<file path="src/rtl/float_two_power_pipe.sv">
// float_two_power_pipe: three-stage pipelined c = 2^a for parameterised IEEE-754 floats.
// Optional feature macro FLOAT_POW2_FRAC_EN adds the interpolated 2^frac(a) mantissa; without it c = 2^floor(a).

module float_two_power_pipe #(
   parameter int EXP_W    = 8,
   parameter int MAN_W    = 23,
   parameter int LUT_BITS = 6
) (
   input  logic                 clk,
   input  logic                 rstn,
   input  logic                 in_valid,
   output logic                 in_ready,
   input  logic [EXP_W+MAN_W:0] a,
   output logic                 out_valid,
   input  logic                 out_ready,
   output logic [EXP_W+MAN_W:0] c,
   output logic [2:0]           out_flags
);

   localparam int W  = 1 + EXP_W + MAN_W;
   localparam int IW = EXP_W + 2;
   localparam int MW = IW + MAN_W;
   localparam logic signed [IW-1:0] BIAS_S = IW'((1 << (EXP_W - 1)) - 1);
   localparam logic signed [IW-1:0] UE_SAT = IW'(EXP_W);
   localparam logic signed [IW-1:0] EMAX_S = IW'((1 << EXP_W) - 1);
   localparam logic [W-1:0] PINF = {1'b0, {EXP_W{1'b1}}, {MAN_W{1'b0}}};
   localparam logic [W-1:0] QNAN = {1'b0, {EXP_W{1'b1}}, 1'b1, {(MAN_W-1){1'b0}}};

   if (LUT_BITS < 1 || LUT_BITS >= MAN_W) begin : g_bad_lut_bits
      $error("float_two_power_pipe: LUT_BITS must lie in 1..MAN_W-1");
   end

   logic                 w_sign, w_nan, w_inf, w_zero, w_frac_nz, w_advance;
   logic [EXP_W-1:0]     w_exp;
   logic [MAN_W-1:0]     w_man, w_mag_f, w_m;
   logic signed [IW-1:0] w_ue, w_i, w_e;
   logic [IW-1:0]        w_shr, w_mag_i;
   logic [MW-1:0]        w_full, w_mag;
   logic [W-1:0]         w_c;
   logic [2:0]           w_flags;

   logic                 r1_valid, r1_nan, r1_pinf, r1_ninf;
   logic signed [IW-1:0] r1_i;
   logic                 r2_valid, r2_nan, r2_pinf, r2_ninf;
   logic signed [IW-1:0] r2_e;
   logic [MAN_W-1:0]     r2_m;

   // Handshake: a word transfers on a clock edge where valid && ready. All
   // three stages move together whenever the output slot is empty or being
   // drained, so nothing is dropped and c/out_flags hold during a stall.
   assign w_advance = !out_valid || out_ready;
   assign in_ready  = rstn && w_advance;

   assign {w_sign, w_exp, w_man} = a;
   assign w_nan  = (&w_exp) && (|w_man);
   assign w_inf  = (&w_exp) && !(|w_man);
   assign w_zero = (w_exp == '0);
   assign w_ue   = $signed({2'b00, w_exp}) - BIAS_S;
   assign w_shr  = -w_ue;
   assign w_full = {{(IW-1){1'b0}}, 1'b1, w_man};

   // |a| as unsigned fixed point with MAN_W fraction bits, saturated at 2^EXP_W
   always_comb begin
      w_mag = '0;
      if (!w_zero && !(&w_exp)) begin
         if (w_ue >= UE_SAT)
            w_mag[MAN_W+EXP_W] = 1'b1;
         else if (!w_ue[IW-1])
            w_mag = w_full << w_ue;
         else
            w_mag = w_full >> w_shr;
      end
   end

   assign w_mag_i   = w_mag[MW-1:MAN_W];
   assign w_mag_f   = w_mag[MAN_W-1:0];
   assign w_frac_nz = |w_mag_f;
   // Floor for negatives: a non-zero fraction pushes I down by one
   assign w_i = w_sign ? -(w_mag_i + IW'(w_frac_nz)) : w_mag_i;
   assign w_e = r1_i + BIAS_S;

`ifdef FLOAT_POW2_FRAC_EN
   localparam int N  = 1 << LUT_BITS;
   localparam int RB = MAN_W - LUT_BITS;
   localparam int TW = MAN_W + 2;

   function automatic logic [TW-1:0] tab_entry(input int k);
      real x;
      x = (2.0 ** (real'(k) / real'(N)) - 1.0) * (2.0 ** MAN_W);
      return TW'($rtoi(x + 0.5));
   endfunction

   logic [MAN_W-1:0]   w_f, r1_f;
   logic [TW-1:0]      w_tab [0:N];
   logic [LUT_BITS:0]  w_k0, w_k1;
   logic [RB-1:0]      w_r;
   logic [TW-1:0]      w_t0, w_t1, w_sum;
   logic [TW+RB-1:0]   w_prod;

   assign w_f = (w_sign && w_frac_nz) ? -w_mag_f : w_mag_f;

   for (genvar g = 0; g <= N; g++) begin : g_tab
      localparam logic [TW-1:0] TV = tab_entry(g);
      assign w_tab[g] = TV;
   end

   assign w_k0   = {1'b0, r1_f[MAN_W-1 -: LUT_BITS]};
   assign w_k1   = w_k0 + (LUT_BITS+1)'(1);
   assign w_r    = r1_f[RB-1:0];
   assign w_t0   = w_tab[w_k0];
   assign w_t1   = w_tab[w_k1];
   assign w_prod = (TW+RB)'(w_t1 - w_t0) * (TW+RB)'(w_r);
   assign w_sum  = w_t0 + w_prod[RB +: TW];
   assign w_m    = w_sum[MAN_W-1:0];
`else
   assign w_m = '0;
`endif

   // Output packing; specials take priority over range checks
   always_comb begin
      w_c     = {1'b0, r2_e[EXP_W-1:0], r2_m};
      w_flags = 3'b000;
      if (r2_nan) begin
         w_c     = QNAN;
         w_flags = 3'b100;
      end else if (r2_pinf) begin
         w_c = PINF;
      end else if (r2_ninf) begin
         w_c = '0;
      end else if (r2_e >= EMAX_S) begin
         w_c     = PINF;
         w_flags = 3'b010;
      end else if (r2_e[IW-1] || (r2_e == '0)) begin
         w_c     = '0;
         w_flags = 3'b001;
      end
   end

   always_ff @(posedge clk) begin
      if (!rstn) begin
         r1_valid  <= 1'b0;
         r1_nan    <= 1'b0;
         r1_pinf   <= 1'b0;
         r1_ninf   <= 1'b0;
         r1_i      <= '0;
         r2_valid  <= 1'b0;
         r2_nan    <= 1'b0;
         r2_pinf   <= 1'b0;
         r2_ninf   <= 1'b0;
         r2_e      <= '0;
         r2_m      <= '0;
         out_valid <= 1'b0;
         c         <= '0;
         out_flags <= 3'b000;
`ifdef FLOAT_POW2_FRAC_EN
         r1_f      <= '0;
`endif
      end else if (w_advance) begin
         r1_valid  <= in_valid;
         r1_nan    <= w_nan;
         r1_pinf   <= w_inf && !w_sign;
         r1_ninf   <= w_inf && w_sign;
         r1_i      <= w_i;
         r2_valid  <= r1_valid;
         r2_nan    <= r1_nan;
         r2_pinf   <= r1_pinf;
         r2_ninf   <= r1_ninf;
         r2_e      <= w_e;
         r2_m      <= w_m;
         out_valid <= r2_valid;
         c         <= w_c;
         out_flags <= w_flags;
`ifdef FLOAT_POW2_FRAC_EN
         r1_f      <= w_f;
`endif
      end
   end

endmodule

</file>
<file path="config.mk">
export PLATFORM = sky130hd
export DESIGN_NAME = float_two_power_pipe
export DESIGN_NICKNAME = d
export VERILOG_FILES = /design/src/rtl/float_two_power_pipe.sv
export SDC_FILE = /design/constraint.sdc
export NUM_CORES = 1
export LEC_CHECK = 0
export ABC_AREA = 1
export ABC_CLOCK_PERIOD_IN_PS = 5700
export BUFFER_PORTS_ARGS = -buffer_cell sky130_fd_sc_hd__buf_2
export CORE_MARGIN = 3
export CORE_UTILIZATION = 35
export DETAILED_ROUTE_END_ITERATION = 8
export PLACE_DENSITY = 0.64
export SLEW_MARGIN = 30
export SYNTH_ARGS = -nofsm -noshare
export SYNTH_HDL_FRONTEND = slang
export SYNTH_SLANG_ARGS = --single-unit
</file>
<file path="constraint.sdc">
create_clock -name clk -period 5.7 [get_ports clk]
set_input_delay 0.285 -clock clk [delete_from_list [all_inputs] [get_ports clk]]
set_output_delay 0.285 -clock clk [all_outputs]
set_load 0.005 [all_outputs]
</file>
======== Yosys cells after proc, flatten, opt, wreduce, memory -nomap -nowiden ========
Cells that the tools add are included.
word-level totals
  flip-flop bits (word level) ............. 64
  output and inout port bits .............. 37
cells by class
  add/sub/neg operators ................... 5
  $lt $le $gt $ge ......................... 2
  shift-type cells ........................ 2
  multiplexer cells ....................... 16
  reductions and logical operators ........ 18
operators with widths
  operator                                                             count
  two-way mux 31 bit                                                   6
  two-way mux 33 bit                                                   2
  OR reduction 23 bit                                                  2
  left shift 24 x 10 -> 33 bit                                         1
  right shift 24 x 10 -> 33 bit                                        1
  adder 10 x 1 -> 10 bit                                               1
  adder 10 x 8 -> 10 bit (second input constant)                       1
  greater-or-equal comparator 10 x 9 -> 1 bit (second input constant)  1
  zero test 10 bit                                                     1
  two-way mux 10 bit                                                   1
  negation 10 bit                                                      1
  negation 9 -> 10 bit                                                 1
  greater-or-equal comparator 9 x 5 -> 1 bit (second input constant)   1
  subtractor 8 x 7 -> 9 bit (second input constant)                    1
  zero test 8 bit                                                      1
  AND reduction 8 bit                                                  1
  logical AND 1 bit                                                    6
  two-way mux 2 bit                                                    3
  zero test 1 bit                                                      5
  two-way mux 1 bit                                                    3
  two-way mux 3 bit                                                    1
  logical OR 1 bit                                                     2

======== Longest topological paths before layout ========
  depth in word-level cells ............... 10
  depth in mapped cells ................... 47

======== Least setup slack after synthesis ========
No wires, ideal clock.
  path type ............................... input -> register
  start ................................... in a[23]
  end ..................................... reg r1_i[9]
  arrival time ............................ 4.878 ns
  path slack .............................. 0.752 ns
  stages .................................. 47
  path buffers ............................ 4
  path through ............................ inv_2 -> clkbuf_1 -> buf_1 -> ha_1 -> buf_6 -> clkinv_2 -> nand2_1 -> nor2_2 -> nand3_2 -> nor2_4 -> nand2_1 -> nand2_1 -> nand2_2 -> nor2_8 -> nand2_4 -> inv_2 -> buf_6 -> nand3_1 -> [11 not listed] -> ha_1 -> inv_1 -> ha_1 -> inv_1 -> nand2_1 -> nand2_1 -> a21oi_1 -> nor2_1 -> nor2_1 -> nor2_1 -> nor2_1 -> nor2_1 -> nor2_1 -> inv_1 -> a21oi_1 -> xor2_1 -> nand2_1 -> a21oi_1
between the ends
  longest elaborated chain between the ends .. 10
  elaborated cells between the ends (all ways) .. 19
RTL lines
  what                           line  text
  from (decl)                    13    input logic [EXP_W+MAN_W:0] a,
  subtractor 8 x 7 -> 9 bit      58    assign w_ue = $signed({2'b00, w_exp}) - BIAS_S;
  negation 9 -> 10 bit           59    assign w_shr = -w_ue;
  right shift 24 x 10 -> 33 bit  71    w_mag = w_full >> w_shr;
  two-way mux 33 bit             68    else if (!w_ue[IW-1])
  two-way mux 31 bit             66    if (w_ue >= UE_SAT)
  two-way mux 33 bit *           65    if (!w_zero && !(&w_exp)) begin
  OR reduction 23 bit            77    assign w_frac_nz = |w_mag_f;
  adder 10 x 1 -> 10 bit         79    assign w_i = w_sign ? -(w_mag_i + IW'(w_frac_nz)) : w_mag_i;
  negation 10 bit                79
  two-way mux 10 bit *           79
  to (signal assigned)           163   r1_i <= w_i;
  to (decl)                      43    logic signed [IW-1:0] r1_i;
Every way passes the cells marked *; elsewhere a longest branch is shown, timed or not.
A chain may end at the register's enable or synchronous reset.

======== Worst setup path in the final report ========
  start ................................... in a[25]
  end ..................................... reg r1_i[9]
Same word-level chain as after synthesis.

==> results_dict.tcl <==
set metrics [dict create \
    worst_ep_arrival_time_ns 5.04 \
    max_slew.worst_pin.slew_ns 0.720 \
    detailedRoute.firstPassIterationCount 5 \
    cts_tree "built" \
    clk_pin_slew_ns 0.05 \
    relSlewSlack 0.520 \
    p_total_mw 1.02 \
    drv.max_cap_violation_count 0 \
    grt_pass1_vias 5282 \
    timing.final.crit_period_ns 4.83 \
    place_hpwl_mm 11.9 \
    achievable-frequency_mhz 207 \
    syn_area_sq_um 5140 \
    worst_ir_drop_vdd_uv 114 \
    criticalPathCategory "in -> reg" \
    grt_max_degree 41 \
    run_status "finished clean" \
    rsz0062_at_grt "false" \
    synthesized_instance_count 939 \
    synth_edf_count 0 \
    dpl-instance-area_sq_um 5370 \
    path_max_fanout 28 \
    cts-htree-levels 2 \
    count_of_final_max_slew_check_failures 0 \
    synth_compound_gate_area_share 0.156 \
    fp-row-count 43 \
    syn-mean-instance-area_sq_um 5.48 \
    yosysWarnings 0 \
    die-width_microns 127 \
    layout.cell_area.non_filler_sq_um 5510 \
    seq_power_share 0.320 \
    post-route-period-util 0.847 \
    synth.yosys.seq_area_share 0.156 \
    design.core.area_sq_um 14100 \
    post_synthesis_share_of_cell_area_spent_on_xor_and_xnor_gates 0.0153 \
    vias 6033 \
    cts_sinks 40 \
    post-route-drc-count 0 \
    sw_frac_of_total 0.402 \
    hold_path.class "in -> reg" \
    slowest_delay_ns 0.34 \
    numCtsBuffers 5 \
    post_synth_most_frequent_cells "sky130_fd_sc_hd__nand2_1 (287), sky130_fd_sc_hd__nand3_1 (107), sky130_fd_sc_hd__nor2_1 (95), sky130_fd_sc_hd__inv_1 (87), sky130_fd_sc_hd__o21ai_0 (52)" \
    setup_violations 0 \
    drt-total-wl_mm 15.2 \
    initial_antenna_violation_count 0 \
    final_hold_viol_count 0 \
    main_combinational_cell_family_by_area_after_synthesis "simple AND/OR/NAND/NOR gates" \
    end_kind "flop" \
    drt_iter0_markers 387 \
    power.share.combinational 0.426 \
    numPortBuffers 49 \
    synth_seq_cells 40 \
    synthArstFlopShare 0 \
    cts-root-to-sink-buffers 2 \
    area_delta_synth_final_pct 7.23 \
    critical-path-top-cell-by-count "sky130_fd_sc_hd__nand2_1" \
    yosys.cell_types.count 45 \
    final_net_count 1010 \
    yosys-mux-area-fraction 0 \
    clock_power_share 0.255 \
    final_antenna_net_count 0 \
    critical_path_required_ns 5.91 \
    fin_setup_tns_ns 0 \
    use_met2 0.297 \
    net-switching-power_mw 0.410 \
    synthAdderAreaFrac 0.0316 \
    synth.most_common_cell "sky130_fd_sc_hd__nand2_1" \
    routed_via_density 5.29 \
    root_buffer "sky130_fd_sc_hd__clkbuf_16" \
    post_cts_resize_count 0 \
    grt_pass1_wl_mm 25.3 \
    overflow 0 \
    floorplan.initialDensity 0.363 \
    synth.largest_area_cell "sky130_fd_sc_hd__nand2_1" \
    timing.clock.skew_ns 0.00205 \
    gpl.final_weighted_congestion 0.910 \
    globalRouteMet1Util 0.268 \
    antennaDiodeCount 0 \
    synth_simple_gate_area_frac 0.494 \
    layer_with_the_highest_usage "met2" \
    grt.total_usage 0.184 \
    power_leakage_nw 2.78 \
    met3_usage 0.0180 \
    synth_area_leaders "sky130_fd_sc_hd__nand2_1 (21%), sky130_fd_sc_hd__dfxtp_1 (16%), sky130_fd_sc_hd__nand3_1 (10%), sky130_fd_sc_hd__nor2_1 (6.9%), sky130_fd_sc_hd__inv_1 (6.4%)" \
    routedWlPerCell_microns 13.4 \
    fp.dieArea_sq_um 16200 \
    synth_top_area_frac 0.210 \
    cts_setup_buffers 0 \
    post_route_cells_drive_above_1_share 0.105 \
    cts_hold_buffers 0 \
    slowest_stage "sky130_fd_sc_hd__buf_2" \
    ioPinCount 73 \
    layout.core_utilization 0.390 \
    timing.critical_path.from_type "primary input" \
    power.internal_mw 0.609 \
    die-height_microns 127 \
    power_density_nw_per_um2 185 \
    synth-main-ff-cell "sky130_fd_sc_hd__dfxtp_1" \
    insertion_delay_ns 0.28 \
]
## path summary, 6_finish.rpt
kind	from	end	depth (start not counted)	slack, ns
max	a[25]	r1_i[9]$_SDFFE_PN0N_	43	0.87
min reg2reg	r1_nan$_SDFFE_PN0N_	r2_nan$_SDFFE_PN0N_	2	0.47
min	in_valid	r1_valid$_SDFFE_PN0N_	3	0.20
max reg2reg	out_valid$_SDFFE_PN0N_	r1_i[1]$_SDFFE_PN0N_	9	3.77
## metrics by stage
step | hold WS, ns | instances | worst slack (ns)
floorplan | 0.398 | 961 | 0.752
global placement | 0.459 | 1134 | 0.730
detailed placement | 0.461 | 1134 | 0.639
CTS | 0.210 | 1141 | 0.907
global route | 0.228 | 1141 | 0.0491
finish | 0.204 | 1141 | 0.870
## area by class of cell
type / instances / area [sq um]
clock buffer: 6 / 129
timing repair buffer: 58 / 313
sequential: 40 / 801
clock inverter: 1 / 5.00
tap: 180 / 225
inverter: 97 / 365
fill: 1577 / 8640
multi-input combinational: 759 / 3670
## registers in the layout (all words and copies together) (netlist names)
name	cells
c	9
out_flags	2
out_valid	1
r1_i	10
r1_nan	1
r1_ninf	1
r1_pinf	1
r1_valid	1
r2_e	10
r2_nan	1
r2_ninf	1
r2_pinf	1
r2_valid	1
## cells in the final DEF (no fill, tap or decap), types with 16 or more instances in the layout
| cell type | synthesis | final |
|---|---|---|
| sky130_fd_sc_hd__nor2_1 | 95 | 95 |
| sky130_fd_sc_hd__buf_2 | 7 | 49 |
| sky130_fd_sc_hd__inv_1 | 87 | 87 |
| sky130_fd_sc_hd__nand4_1 | 30 | 30 |
| sky130_fd_sc_hd__o21ai_0 | 52 | 52 |
| sky130_fd_sc_hd__a21oi_1 | 42 | 42 |
| sky130_fd_sc_hd__nand2_1 | 287 | 287 |
| sky130_fd_sc_hd__conb_1 | 1 | 23 |
| sky130_fd_sc_hd__dfxtp_1 | 40 | 40 |
| sky130_fd_sc_hd__o21ai_1 | 16 | 16 |
| sky130_fd_sc_hd__nand3_1 | 107 | 107 |
## kinds of logic (layout without fill, tap and decap cells)
family	Yosys count	after routing
other	1	23
XOR/XNOR	9	9
AO/OA/AOI/OAI	145	145
AND/OR/NAND/NOR	569	569
flip-flops	40	40
buffers and inverters	162	162
adder cells (fa/ha/maj)	13	13
## power groups by stage
stage                     clock [mW]  sequential, mW  combinational, mW
after detailed placement           0           0.332              0.424
after floorplan                    0           0.329              0.330
after global placement             0           0.331              0.426
after CTS                      0.264           0.326              0.427
after global routing           0.276           0.330              0.492
final                          0.260           0.326              0.434
## routing by layer
layer | part of all wire | vias up | routed length [microns]
met5 | 0 | - | 0
li1 | - | 3086 | -
met1 | 0.48 | 2713 | 7240
met2 | 0.45 | 219 | 6790
met3 | 0.068 | 15 | 1030
met4 | 0.012 | 0 | 176
## critical path: cells and delay by family
| kind | cells | cell delay (ns) |
|---|---|---|
| fa+ha+maj | 3 | 0.53 |
| buf+inv | 6 | 0.86 |
| simple gates | 29 | 2.67 |
| xor+xnor | 1 | 0.16 |
| compound gates | 4 | 0.49 |
(Power assumes the default switching activity.)
